[src/rtl/cpu_run_ctrl_if.sv]
// cpu_run_ctrl_if: control inputs and status outputs of the run/step controller.
interface cpu_run_ctrl_if #(parameter int CNT_W = 32);
  logic run;
  logic step_pulse;
  logic brk_en;
  logic [31:0] brk_addr;
  logic [31:0] pc;
  logic cpu_en;
  logic brk_hit;
  logic [1:0] state;
  logic [CNT_W-1:0] en_cnt;
  modport master (output run, step_pulse, brk_en, brk_addr, pc, input cpu_en, brk_hit, state, en_cnt);
  modport slave (input run, step_pulse, brk_en, brk_addr, pc, output cpu_en, brk_hit, state, en_cnt);
endinterface

[src/rtl/cpu_run_ctrl.sv]
// cpu_run_ctrl: run/single-step/breakpoint controller producing the CPU clock enable.
module cpu_run_ctrl #(
  parameter int STEP_CYCLES = 1,
  parameter int CNT_W = 32
) (
  input logic clk,
  input logic rst,
  cpu_run_ctrl_if.slave bus
);
  typedef enum logic [1:0] {PAUSE, RUN, STEP, BRK} state_t;
  state_t st;
  logic [7:0] cnt;
  logic mask;
  logic [CNT_W-1:0] en_cnt;
  logic brk_match, cpu_en;
  assign brk_match = bus.brk_en & (bus.pc == bus.brk_addr) & ~mask;
  assign cpu_en = (st == STEP) | ((st == RUN) & ~brk_match);
  assign bus.cpu_en = cpu_en;
  assign bus.brk_hit = (st == BRK);
  assign bus.state = st;
  assign bus.en_cnt = en_cnt;
  // mask lets the halted instruction execute once on resume without re-matching
  always_ff @(posedge clk or posedge rst) begin
    if (rst) begin
      st <= PAUSE;
      cnt <= '0;
      mask <= 1'b0;
      en_cnt <= '0;
    end else begin
      if (cpu_en) en_cnt <= en_cnt + 1'b1;
      if (st == BRK && (bus.step_pulse || !bus.run)) mask <= 1'b1;
      else if (!bus.brk_en || bus.pc != bus.brk_addr) mask <= 1'b0;
      case (st)
        PAUSE: if (bus.run) st <= RUN;
               else if (bus.step_pulse) begin
                 st <= STEP;
                 cnt <= 8'(STEP_CYCLES - 1);
               end
        RUN: if (!bus.run) st <= PAUSE;
             else if (brk_match) st <= BRK;
        STEP: if (cnt == 8'd0) st <= PAUSE;
              else cnt <= cnt - 8'd1;
        BRK: if (bus.step_pulse) begin
               st <= STEP;
               cnt <= 8'(STEP_CYCLES - 1);
             end else if (!bus.run) st <= PAUSE;
        default: st <= PAUSE;
      endcase
    end
  end
endmodule

[src/flat_wrapper.sv]
// flat-port wrapper written by rule: the top's interface ports become plain ports
module cpu_run_ctrl_flat 
#(
  parameter int STEP_CYCLES = 1,
  parameter int CNT_W = 32
)
  (clk, rst, bus_run, bus_step_pulse, bus_brk_en, bus_brk_addr, bus_pc, bus_cpu_en, bus_brk_hit, bus_state, bus_en_cnt);
  cpu_run_ctrl_if #(.CNT_W(CNT_W)) bus_i ();
  input logic clk;
  input logic rst;
  input wire logic [$bits(bus_i.run)-1:0] bus_run;
  input wire logic [$bits(bus_i.step_pulse)-1:0] bus_step_pulse;
  input wire logic [$bits(bus_i.brk_en)-1:0] bus_brk_en;
  input wire logic [$bits(bus_i.brk_addr)-1:0] bus_brk_addr;
  input wire logic [$bits(bus_i.pc)-1:0] bus_pc;
  output wire logic [$bits(bus_i.cpu_en)-1:0] bus_cpu_en;
  output wire logic [$bits(bus_i.brk_hit)-1:0] bus_brk_hit;
  output wire logic [$bits(bus_i.state)-1:0] bus_state;
  output wire logic [$bits(bus_i.en_cnt)-1:0] bus_en_cnt;
  assign bus_i.run = bus_run;
  assign bus_i.step_pulse = bus_step_pulse;
  assign bus_i.brk_en = bus_brk_en;
  assign bus_i.brk_addr = bus_brk_addr;
  assign bus_i.pc = bus_pc;
  assign bus_cpu_en = bus_i.cpu_en;
  assign bus_brk_hit = bus_i.brk_hit;
  assign bus_state = bus_i.state;
  assign bus_en_cnt = bus_i.en_cnt;
  cpu_run_ctrl #(.STEP_CYCLES(STEP_CYCLES), .CNT_W(CNT_W)) u_core (.clk(clk), .rst(rst), .bus(bus_i));
endmodule
[config.mk]
export PLATFORM = sky130hd
export DESIGN_NAME = cpu_run_ctrl_flat
export DESIGN_NICKNAME = d
export VERILOG_FILES = /design/src/rtl/cpu_run_ctrl_if.sv /design/src/rtl/cpu_run_ctrl.sv /design/src/flat_wrapper.sv
export SDC_FILE = /design/constraint.sdc
export NUM_CORES = 1
export LEC_CHECK = 0
export ABC_AREA = 1
export CELL_PAD_IN_SITES_DETAIL_PLACEMENT = 1
export CELL_PAD_IN_SITES_GLOBAL_PLACEMENT = 1
export CORE_MARGIN = 2
export CORE_UTILIZATION = 29
export CTS_CLUSTER_DIAMETER = 50
export CTS_CLUSTER_SIZE = 40
export DETAILED_ROUTE_END_ITERATION = 8
export PLACE_DENSITY = 0.75
export RECOVER_POWER = 50
export SYNTH_ARGS = -nofsm -noshare
export SYNTH_HDL_FRONTEND = slang
export SYNTH_SLANG_ARGS = --single-unit
[constraint.sdc]
create_clock -name clk -period 2.4 [get_ports clk]
set_clock_uncertainty 0.2 [all_clocks]
set_input_delay 0.72 -clock clk [delete_from_list [all_inputs] [get_ports clk]]
set_output_delay 0.72 -clock clk [all_outputs]
set_load 0.02 [all_outputs]
After elaboration in Yosys (flattened, before gate mapping)
Index checks and enable logic that the tools add are counted.

word-level totals
  output and inout bits = 36
  bits in registers = 43
  logic and storage cells = 48
  input bits = 69

operators by class
  equal/unequal tests = 11
  bitwise gates (word level) = 6
  add/subtract/negate cells = 2
  reductions and logical operators = 11
  muxes and demuxes = 14

operators with widths
  kind                                                    number
  adder 32 x 1 -> 32 bit (second input constant)          1
  equality test 32 bit                                    1
  inequality test 32 bit                                  1
  two-way mux 8 bit                                       3
  case mux 8 bit (3 select lines)                         1
  two-way mux 2 bit                                       7
  logical NOT 8 bit                                       1
  case mux 2 bit (4 select lines)                         1
  subtractor 8 x 1 -> 8 bit (second input constant)       1
  inequality test 2 bit (second input constant)           3
  inequality test 3 bit (second input constant)           2
  equality test 2 bit (second input constant)             2
  AND reduction 4 bit                                     1
  AND 1 bit                                               3
  inequality test 3 x 2 -> 1 bit (second input constant)  1
  AND reduction 3 bit                                     1
  nonzero test 3 bit                                      1
  equality test 2 x 1 -> 1 bit (second input constant)    1
  logical NOT 1 bit                                       2
  logical NOT 2 bit                                       1
  logical OR 1 bit                                        2
  two-way mux 1 bit                                       2
  NOT 1 bit                                               2
  nonzero test 2 bit                                      1
  other kinds (2)                                         2

Logic depth before layout (Yosys ltp)
Gate-level depths: netlist (run 1).

  word-level depth = 6
  mapped depth = 14

Worst setup path after synthesis (run 1)
Ideal clock, no wire load.

  kind = input to output
  start = input port bus_brk_addr[21]
  end = output port bus_cpu_en
  arrival = 1.640 ns
  buffers on the path = 1
  slack = -0.160 ns
  stages on the path = 12
  required time = 1.480 ns
  path through = inv_1 -> nand2_1 -> nand2_1 -> nor2_1 -> nand2_1 -> nor2_1 -> nand2_1 -> nor2_2 -> nand3_2 -> nand2_4 -> nand2_4 -> buf_6

between the ends
  cells in the longest elaborated chain, start to end = 6

RTL lines
  element                 RTL line            text
  from (decl)             flat_wrapper.sv:14  input wire logic [$bits(bus_i.brk_addr)-1:0] bus_brk_addr;
  equality test 32 bit    cpu_run_ctrl.sv:16  assign brk_match = bus.brk_en & (bus.pc == bus.brk_addr) & ~mask;
  AND 1 bit (2 in a row)  cpu_run_ctrl.sv:16
  NOT 1 bit               cpu_run_ctrl.sv:17  assign cpu_en = (st == STEP) | ((st == RUN) & ~brk_match);
  AND 1 bit               cpu_run_ctrl.sv:17
  bitwise OR 1 bit        cpu_run_ctrl.sv:17
  to (decl)               flat_wrapper.sv:16  output wire logic [$bits(bus_i.cpu_en)-1:0] bus_cpu_en;

No other way between the ends.

Worst setup path after layout (run 1)
  start = input port bus_pc[19]
  end = output port bus_cpu_en

between the ends
  cells in the longest elaborated chain, start to end = 6

RTL lines
  element                 RTL line            text
  from (decl)             flat_wrapper.sv:15  input wire logic [$bits(bus_i.pc)-1:0] bus_pc;
  equality test 32 bit    cpu_run_ctrl.sv:16
  AND 1 bit (2 in a row)  cpu_run_ctrl.sv:16
  NOT 1 bit               cpu_run_ctrl.sv:17
  AND 1 bit               cpu_run_ctrl.sv:17
  bitwise OR 1 bit        cpu_run_ctrl.sv:17

No other way between the ends.

==> run_results.csv, run 1 <==
group,metric,value,unit
worst_setup_path,startpoint_type,"input port",
grt,grt_usage,19.0,%
place,dp_hpwl,8610,microns
clock_tree,clk_pin_slew,0.06,ns
layout,final_common_cell,"nand2_1",
grt,grt_overflow,0,
route,viasPerCell,4.74,
clock_tree,numCtsBuffers,5,
clock_tree,clkSinkCount,43,
worst_setup_path,endpoint_kind,"output port",
worst_setup_path,crit_slowest_cell,"dlygate4sd2_1",
logic_synthesis,ys_types,29,
run_status,violations,"negative setup slack",
worst_setup_path,crit_top_cell,"nand2_4",
timing,tns,-0.386,ns
logic_synthesis,netlist_top_cells_area,"dfrtp_1 (32%), nand2_1 (22%), inv_1 (6.9%)",
layout,post-route-util,40.7,%
grt,grt_pass1_vias,3895,
worst_setup_path,cp_slowest_stage_delay,0.24,ns
route,drt_iter0_drc,234,
worst_setup_path,critical_path.cell_chain,"dlygate4sd2_1, nand2_1, o21ai_1, nor2_1, nand3_1, nor2_4, nand3_2, nand2_4, nand2_4, buf_6",
timing,slew_violations,0,
place,dpl-instance-area,0.00458,sq mm
timing,setup_slack,-0.386,ns
layout,layout_common_cells,"nand2_1 (193), nor2_1 (53), inv_1 (52)",
layout,diodes,0,
logic_synthesis,syn_nets,583,
grt,antenna_found_initial,0,
timing,tightestPinTransition,1.18,ns
timing,hold_viol,0,
die,fp-row-count,39,
logic_synthesis,syn_area_per_cell,6.50,sq um
logic_synthesis,syn_area,0.00332,sq mm
route,vias,3680,
worst_setup_path,critPathKind,"input port to output port",
route,detail_route.wl_per_cell,14.7,microns
place,dp_cells,761,
worst_setup_path,cp.arrival,1.87,ns
route,ant_nets,0,
power,pwr_density_cell,678,mW/mm^2
logic_synthesis,synth_top_area_share,32.4,%
die,fp.dieArea,0.0123,sq mm
timing,fmax,359,MHz
logic_synthesis,synth.largest_area_cell,"dfrtp_1",
die,die_h,111,microns
die,initial_utilization,29.4,%
grt,grt_max_degree,44,
layout,layout-drive-gt1-share,17.7,%
logic_synthesis,ys_ff_latch,43,
worst_setup_path,crit_required,1.48,ns
worst_setup_path,path_max_fanout,2,
layout,stdcell_count,777,
logic_synthesis,yosys_warnings,0,
layout,nets,705,
grt,grt_pass1_wl,19500,microns
power,ir_drop,0.398,mV
route,finalWirelength,11500,microns
timing,grt_setup_unrepaired,"yes",
clock_tree,cts_tree,"yes",
layout,stdcell_area,0.00458,sq mm
place,finalWeightedCongestion,0.916,
worst_setup_path,reg2reg_slack,0.22,ns
timing,period_minus_slack,2.79,ns
flow_run,cap_violations,0,
die,ios,105,
hold_path,hold_class,"register to register",
place,port_buffers,104,
power,finalPower,3.11,mW
logic_synthesis,yosysSeqAreaShare,32.4,%
clock_tree,clock_latency,0.28,ns
run_status,status,"finished with violations",
logic_synthesis,synth_cells,511,
die,die_w,111,microns
clock_tree,clockBufferDepth,2,
route,first_pass_iters,4,
timing,fin_crit_sh,116,%
timing,slew_headroom,21.5,%
die,core_area,0.0113,sq mm
power,p_leak,2.42,nW
route,drc_errors,0,
clock_tree,cts-root-buf,"clkbuf_16",
layout,syn_to_final_growth,38.1,%
clock_tree,htree_levels,2,
timing,setup_violations,1,
-- synthesized netlist by cell type, drive strengths merged --
library cell	number
o21ai	4
xnor2	17
a22oi	1
dfrtp	43
nand4	7
o31ai	7
nand3b	1
nor3	7
nor2	63
nand3	45
nand2	197
o22ai	3
a21oi	2
nor3b	1
nor4	8
ha	3
xor2	25
inv	62
clkbuf	4
buf	9
o211ai	2
-- layout make-up --
class	count	area [sq um]
clock buffers	7	133
inverters	62	233
clock inverters	1	5.00
repair buffers	128	990
well taps	143	179
flip-flops and latches	43	1080
multi-input cells	393	1970
fillers	1469	6690
-- path summary, 6_finish.rpt --
check | end | startpoint | depth (start not counted)
max | bus_cpu_en | bus_pc[19] | 10
min reg2reg | u_core.mask$_DFFE_PP0P_ | u_core.mask$_DFFE_PP0P_ | 2
min in group asynchronous | u_core.bus.en_cnt[22]$_DFFE_PP0P_ | rst | 3
min | u_core.mask$_DFFE_PP0P_ | u_core.mask$_DFFE_PP0P_ | 2
max in group asynchronous | u_core.bus.en_cnt[6]$_DFFE_PP0P_ | rst | 3
max reg2reg | u_core.bus.en_cnt[30]$_DFFE_PP0P_ | u_core.bus.en_cnt[1]$_DFFE_PP0P_ | 9
-- kinds of logic (layout without fill, tap and decap cells) --
| logic type | Yosys count | after routing | synth area share, % |
|---|---|---|---|
| simple gates | 329 | 329 | 41.7 |
| buf+inv | 75 | 198 | 9.80 |
| xor+xnor | 42 | 42 | 11.1 |
| fa+ha+maj | 3 | 3 | 1.13 |
| flops | 43 | 43 | 32.4 |
| compound gates | 19 | 19 | 3.88 |
-- layer usage --
metal	GRT usage [%]	share of wire (%)	routed length, microns	up-vias
met3	3.01	4.8	552	12
met4	4.17	1.2	142	0
met2	32.6	47	5410	99
met5	0	0	0	-
met1	25.3	47	5350	1740
li1	-	-	-	1829
-- where the power goes --
part	internal, mW	leakage (nW)	switching, mW
Combinational	0.518	1.76	0.955
Clock	0.385	0.0679	0.283
Sequential	0.834	0.588	0.133
Total	1.74	2.42	1.37
-- repair_timing --
item | in CTS | in global routing
pin swaps | 76 | 33
resized for setup | 238 | 22
hold buffers | 0 | 0
setup buffers | 8 | 0
gates cloned | 0 | 0
endpoints found under the setup margin | 34 | 38
-- critical path, delay by kind of cell --
| family | cells | cell delay (ns) |
|---|---|---|
| buffers and inverters | 2 | 0.37 |
| and+or+nand+nor | 7 | 0.70 |
| AOI/OAI and AO/OA | 1 | 0.07 |
-- flip-flops by register name, indices dropped and copies added (netlist names) --
name / cells
u_core.cnt: 8
u_core.bus.en_cnt: 32
u_core.mask: 1
u_core.bus.state: 2
-- stage by stage --
| step | setup WS (ns) | hold WS, ns |
|---|---|---|
| after floorplan | -0.160 | 0.269 |
| after global placement | -1.13 | 0.295 |
| after detailed placement | -1.20 | 0.305 |
| after CTS | -0.409 | 0.318 |
| after global routing | -0.466 | 0.356 |
| final | -0.386 | 0.315 |
Power figures use the tool's default switching activity.
==> inputs of run 2 (changes only) <==
--- a/config.mk
+++ b/config.mk
@@ -9,11 +9,11 @@
 export CELL_PAD_IN_SITES_DETAIL_PLACEMENT = 1
 export CELL_PAD_IN_SITES_GLOBAL_PLACEMENT = 1
 export CORE_MARGIN = 2
-export CORE_UTILIZATION = 29
+export CORE_UTILIZATION = 32
 export CTS_CLUSTER_DIAMETER = 50
 export CTS_CLUSTER_SIZE = 40
 export DETAILED_ROUTE_END_ITERATION = 8
-export PLACE_DENSITY = 0.75
+export PLACE_DENSITY = 0.79
 export RECOVER_POWER = 50
 export SYNTH_ARGS = -nofsm -noshare
 export SYNTH_HDL_FRONTEND = slang
==> constraint.sdc (replaced) <==
create_clock -name clk -period 2.65 [get_ports clk]
set_clock_uncertainty 0.2 [all_clocks]
set_input_delay 0.795 -clock clk [delete_from_list [all_inputs] [get_ports clk]]
set_output_delay 0.795 -clock clk [all_outputs]
set_load 0.02 [all_outputs]
==> run_results.csv, run 2 (synthesis results as in run 1) <==
group,metric,value,unit
layout,post-route-util,44.8,%
worst_setup_path,r2r-start,"u_core.bus.state[1]$_DFFE_PP0P_",
die,core_area,0.0102,sq mm
clock_tree,cts_tree,"yes",
hold_path,hold_class,"register to register",
clock_tree,htree_levels,2,
place,dp_hpwl,8860,microns
clock_tree,clkSinkCount,43,
timing,tightestPinTransition,1.15,ns
layout,layout-drive-gt1-share,18.7,%
run_status,violations,"negative setup slack",
route,drc_errors,0,
layout,regMostFlops,"u_core.bus.en_cnt",
hold_path,hold_path_end,"u_core.mask$_DFFE_PP0P_",
clock_tree,numCtsBuffers,5,
die,ios,105,
power,ir_drop,0.369,mV
timing,period_minus_slack,2.94,ns
grt,grt_overflow,0,
clock_tree,clock_latency,0.31,ns
clock_tree,clk_pin_slew,0.09,ns
route,ant_nets,0,
worst_setup_path,endpoint_kind,"output port",
timing,slew_violations,0,
grt,antenna_found_initial,1,
flow_run,cap_violations,0,
place,finalWeightedCongestion,0.915,
layout,largest_reg_flops,32,
timing,fmax,340,MHz
layout,seqCellArea,0.00108,sq mm
hold_path,worstHoldPathCells,2,
worst_setup_path,critPathKind,"input port to output port",
layout,fill_cells,1364,
place,port_buffers,104,
route,drt_iter0_drc,142,
hold_path,hold_start,"u_core.mask$_DFFE_PP0P_",
worst_setup_path,r2r-end,"u_core.cnt[7]$_DFFE_PP0P_",
worst_setup_path,path_max_fanout,2,
worst_setup_path,critPathLaunch,"bus_pc[22]",
grt,grt_usage,20.2,%
worst_setup_path,crit_required,1.66,ns
timing,fin_crit_sh,111,%
worst_setup_path,reg2reg_slack,0.39,ns
route,first_pass_iters,4,
route,detail_route.wl_per_cell,14.8,microns
die,die_w,106,microns
worst_setup_path,cp.arrival,1.94,ns
timing,hold_viol,0,
die,die_h,106,microns
run_status,status,"finished with violations",
clock_tree,cts-root-buf,"clkbuf_8",
die,fp.dieArea,0.0112,sq mm
power,pwr_density_cell,588,mW/mm^2
place,dp_cells,746,
layout,stdcell_count,763,
layout,multi_input_area,0.00198,sq mm
layout,syn_to_final_growth,37.5,%
route,viasPerCell,4.82,
route,finalWirelength,11300,microns
die,initial_utilization,32.6,%
grt,grt_max_degree,44,
die,fp-row-count,37,
grt,grt_pass1_vias,3828,
clock_tree,clockBufferDepth,2,
layout,layout_common_cells,"nand2_1 (185), nor2_1 (53), inv_1 (47)",
worst_setup_path,r2r_cells,7,
timing,grt_setup_unrepaired,"yes",
worst_setup_path,startpoint_type,"input port",
route,vias,3674,
grt,grt_pass1_wl,18300,microns
timing,setup_slack,-0.288,ns
power,p_leak,2.35,nW
timing,slew_headroom,23.4,%
layout,nets,697,
timing,setup_violations,1,
layout,final_common_cell,"nand2_1",
[run 2: cell types whose count changed in the layout (fill, tap and decap cells not counted), moves of 6 or more]
cell,before,now
buf_2,38,20
buf_4,23,16
buf_6,9,16
clkbuf_2,6,14
clkbuf_8,0,6
clkdlybuf4s50_1,28,37
nand2_1,193,185
nand2_2,2,10
[run 2: area by class of cell]
type / instances / area share, %
repair buffers: 120 / 21.9
diodes: 1 / 0.0548
clock buffers: 6 / 1.81
inverters: 62 / 5.10
well taps: 136 / 3.73
flip-flops and latches: 43 / 23.6
multi-input cells: 393 / 43.4
clock inverters: 2 / 0.356
[run 2: per-layer routing]
layer | share of wire (%) | GRT usage [%] | up-vias
met1 | 46 | 26.2 | 1772
li1 | - | - | 1825
met2 | 50 | 35.9 | 69
met4 | 0.88 | 3.85 | 0
met3 | 3.1 | 2.72 | 8
met5 | 0 | 0 | -
[run 2: worst max path at each step]
| stage | endpoint |
|---|---|
| floorplan | bus_cpu_en |
| global placement | bus_cpu_en |
| detailed placement | bus_cpu_en |
| CTS | bus_cpu_en |
| global route | bus_cpu_en |
| finish | bus_cpu_en |
[run 2: repair_timing]
item | 4_1_cts | 5_1_grt
gates resized for setup | 200 | 59
buffers inserted | 8 | 1
pin swaps | 71 | 58
setup endpoints to repair | 23 | 1
hold endpoints to repair | 0 | 0
hold buffers | 0 | 0
[run 2: metrics by stage]
step	area, sq um	total power, mW	hold slack (ns)	TNS [ns]	worst slack [ns]
detailed placement	4510	2.22	0.314	-11.30	-1.10
global placement	4510	2.16	0.288	-8.20	-1.03
finish	4560	2.68	0.333	-0.288	-0.288
global route	4560	2.88	0.353	-0.354	-0.354
CTS	4520	2.69	0.333	-0.311	-0.311
floorplan	3320	1.80	0.269	-0.0604	-0.0604
[run 2: report_power, final]
part           internal (mW)  switching [mW]
logic                  0.496           0.844
registers              0.754           0.114
clock network          0.214           0.262
total                   1.46            1.22
[run 2: critical path: stages]
cell and delay [ns]:
clkdlybuf4s15_1 0.19, xnor2_1 0.18, nand2_1 0.08, nor2_1 0.10, nand2_1 0.07, nor2_2 0.15, nand3_2 0.11, nand2_4 0.08
nand2_4 0.05, buf_6 0.13
==> inputs of run 3 (changes only) <==
--- a/config.mk
+++ b/config.mk
@@ -8,6 +8,7 @@
 export ABC_AREA = 1
 export CELL_PAD_IN_SITES_DETAIL_PLACEMENT = 1
 export CELL_PAD_IN_SITES_GLOBAL_PLACEMENT = 1
+export CORE_ASPECT_RATIO = 1.1
 export CORE_MARGIN = 2
 export CORE_UTILIZATION = 32
 export CTS_CLUSTER_DIAMETER = 50
==> run_results.csv, run 3 (synthesis results as in run 1) <==
group,metric,value,unit
timing,slew_violations,0,
timing,tns,-0.275,ns
worst_setup_path,endpoint_kind,"output port",
power,finalPower,2.90,mW
power,p_int,1.68,mW
worst_setup_path,path_max_fanout,2,
grt,grt_usage,21.0,%
clock_tree,htree_levels,2,
timing,setup_violations,1,
die,fp.dieArea,0.0112,sq mm
timing,hold_viol,0,
worst_setup_path,critPathKind,"input port to output port",
die,fp-row-count,39,
layout,syn_to_final_growth,36.8,%
route,drc_errors,0,
layout,stdcell_count,749,
place,dp_hpwl,8760,microns
place,dpl-instance-area,0.00451,sq mm
clock_tree,clock_latency,0.29,ns
place,dp_slack,-1.11,ns
timing,period_minus_slack,2.92,ns
die,die_h,111,microns
route,vias,3690,
route,ant_nets,0,
grt,grt_pass1_wl,19000,microns
die,ios,105,
timing,whs,0.304,ns
timing,fmax,342,MHz
power,p_leak,2.39,nW
place,dp_cells,735,
route,finalWirelength,11400,microns
layout,largest_reg_flops,32,
route,viasPerCell,4.93,
timing,tightestPinTransition,0.751,ns
power,p_comb_share,45.4,%
worst_setup_path,crit_required,1.66,ns
layout,stdcell_area,0.00454,sq mm
clock_tree,clkSinkCount,43,
clock_tree,clk_pin_slew,0.06,ns
layout,nets,698,
layout,post-route-util,44.3,%
clock_tree,clockBufferDepth,2,
timing,fin_crit_sh,110,%
grt,antenna_found_initial,0,
die,initial_utilization,32.4,%
flow_run,cap_violations,0,
run_status,status,"finished with violations",
die,core_area,0.0102,sq mm
place,port_buffers,104,
route,first_pass_iters,4,
power,netSwitchingPower,1.22,mW
timing,slew_headroom,49.9,%
power,clkPwrFrac,24.5,%
clock_tree,numCtsBuffers,5,
die,die_w,101,microns
clock_tree,cts-root-buf,"clkbuf_16",
grt,grt_max_degree,42,
grt,grt_overflow,0,
clock_tree,cts_tree,"yes",
timing,setup_slack,-0.275,ns
grt,grt_pass1_vias,3897,
timing,grt_setup_unrepaired,"yes",
run_status,violations,"negative setup slack",
power,p_sw_share,42.1,%
power,pwr-share-seq,30.1,%
layout,final_common_cell,"nand2_1",
hold_path,hold_class,"register to register",
layout,layout_common_cells,"nand2_1 (194), nor2_1 (54), inv_1 (53)",
power,pwr_density_cell,639,mW/mm^2
power,ir_drop,0.522,mV
place,finalWeightedCongestion,0.871,
worst_setup_path,startpoint_type,"input port",
route,drt_iter0_drc,152,
layout,layout-drive-gt1-share,14.4,%
route,detail_route.wl_per_cell,15.3,microns
layout,diodes,0,
layout,regMostFlops,"u_core.bus.en_cnt",
worst_setup_path,cp.arrival,1.93,ns
-- run 3: critical path, cell delays in order --
cell and delay (ns):
dlygate4sd2_1 0.25, nand2_1 0.06, nand4_1 0.11, nor2_2 0.11, nand2_1 0.08, nor2_2 0.14, nand3_2 0.11, nand2_4 0.09
nand2_4 0.06, buf_6 0.13
-- run 3: cell type report --
cell class / instances / area, sq um
sequential: 43 / 1080
inverter: 62 / 233
clock buffer: 6 / 129
timing repair buffer: 121 / 973
clock inverter: 1 / 30.0
tap: 123 / 154
multi-input combinational: 393 / 1950
fill: 1353 / 5710
-- run 3: power by group through the flow --
stage          sequential (mW)  clock, mW  combinational, mW
2_1_floorplan            0.913          0              0.891
3_3_place_gp             0.875          0               1.29
3_5_place_dp             0.884          0               1.35
4_1_cts                  0.874      0.714               1.34
5_1_grt                  0.891      0.739               1.48
6_report                 0.873      0.712               1.32
-- run 3: worst paths after layout --
kind / startpoint / endpoint / slack [ns] / cells after the start
max: bus_pc[27] / bus_cpu_en / -0.27 / 10
min: u_core.mask$_DFFE_PP0P_ / u_core.mask$_DFFE_PP0P_ / 0.30 / 2
max reg2reg: u_core.bus.en_cnt[0]$_DFFE_PP0P_ / u_core.bus.en_cnt[30]$_DFFE_PP0P_ / 0.45 / 9
min reg2reg: u_core.mask$_DFFE_PP0P_ / u_core.mask$_DFFE_PP0P_ / 0.30 / 2
max in group asynchronous: rst / u_core.cnt[3]$_DFFE_PP0P_ / 0.40 / 3
min in group asynchronous: rst / u_core.bus.en_cnt[29]$_DFFE_PP0P_ / 0.76 / 2
-- run 3: what timing repair did --
| action | CTS | global route |
|---|---|---|
| hold buffers | 0 | 0 |
| endpoints found under the setup margin | 33 | 2 |
| cloned | 0 | 0 |
| setup buffers | 7 | 0 |
| resized for setup | 204 | 17 |
| pin swaps | 70 | 19 |
-- run 3: routing by layer --
metal,up-vias,global-route usage [%],wire (microns)
met5,-,0,0
met4,0,6.31,248
met3,16,3.78,611
met2,107,37.4,5650
met1,1747,25.2,4930
li1,1820,-,-
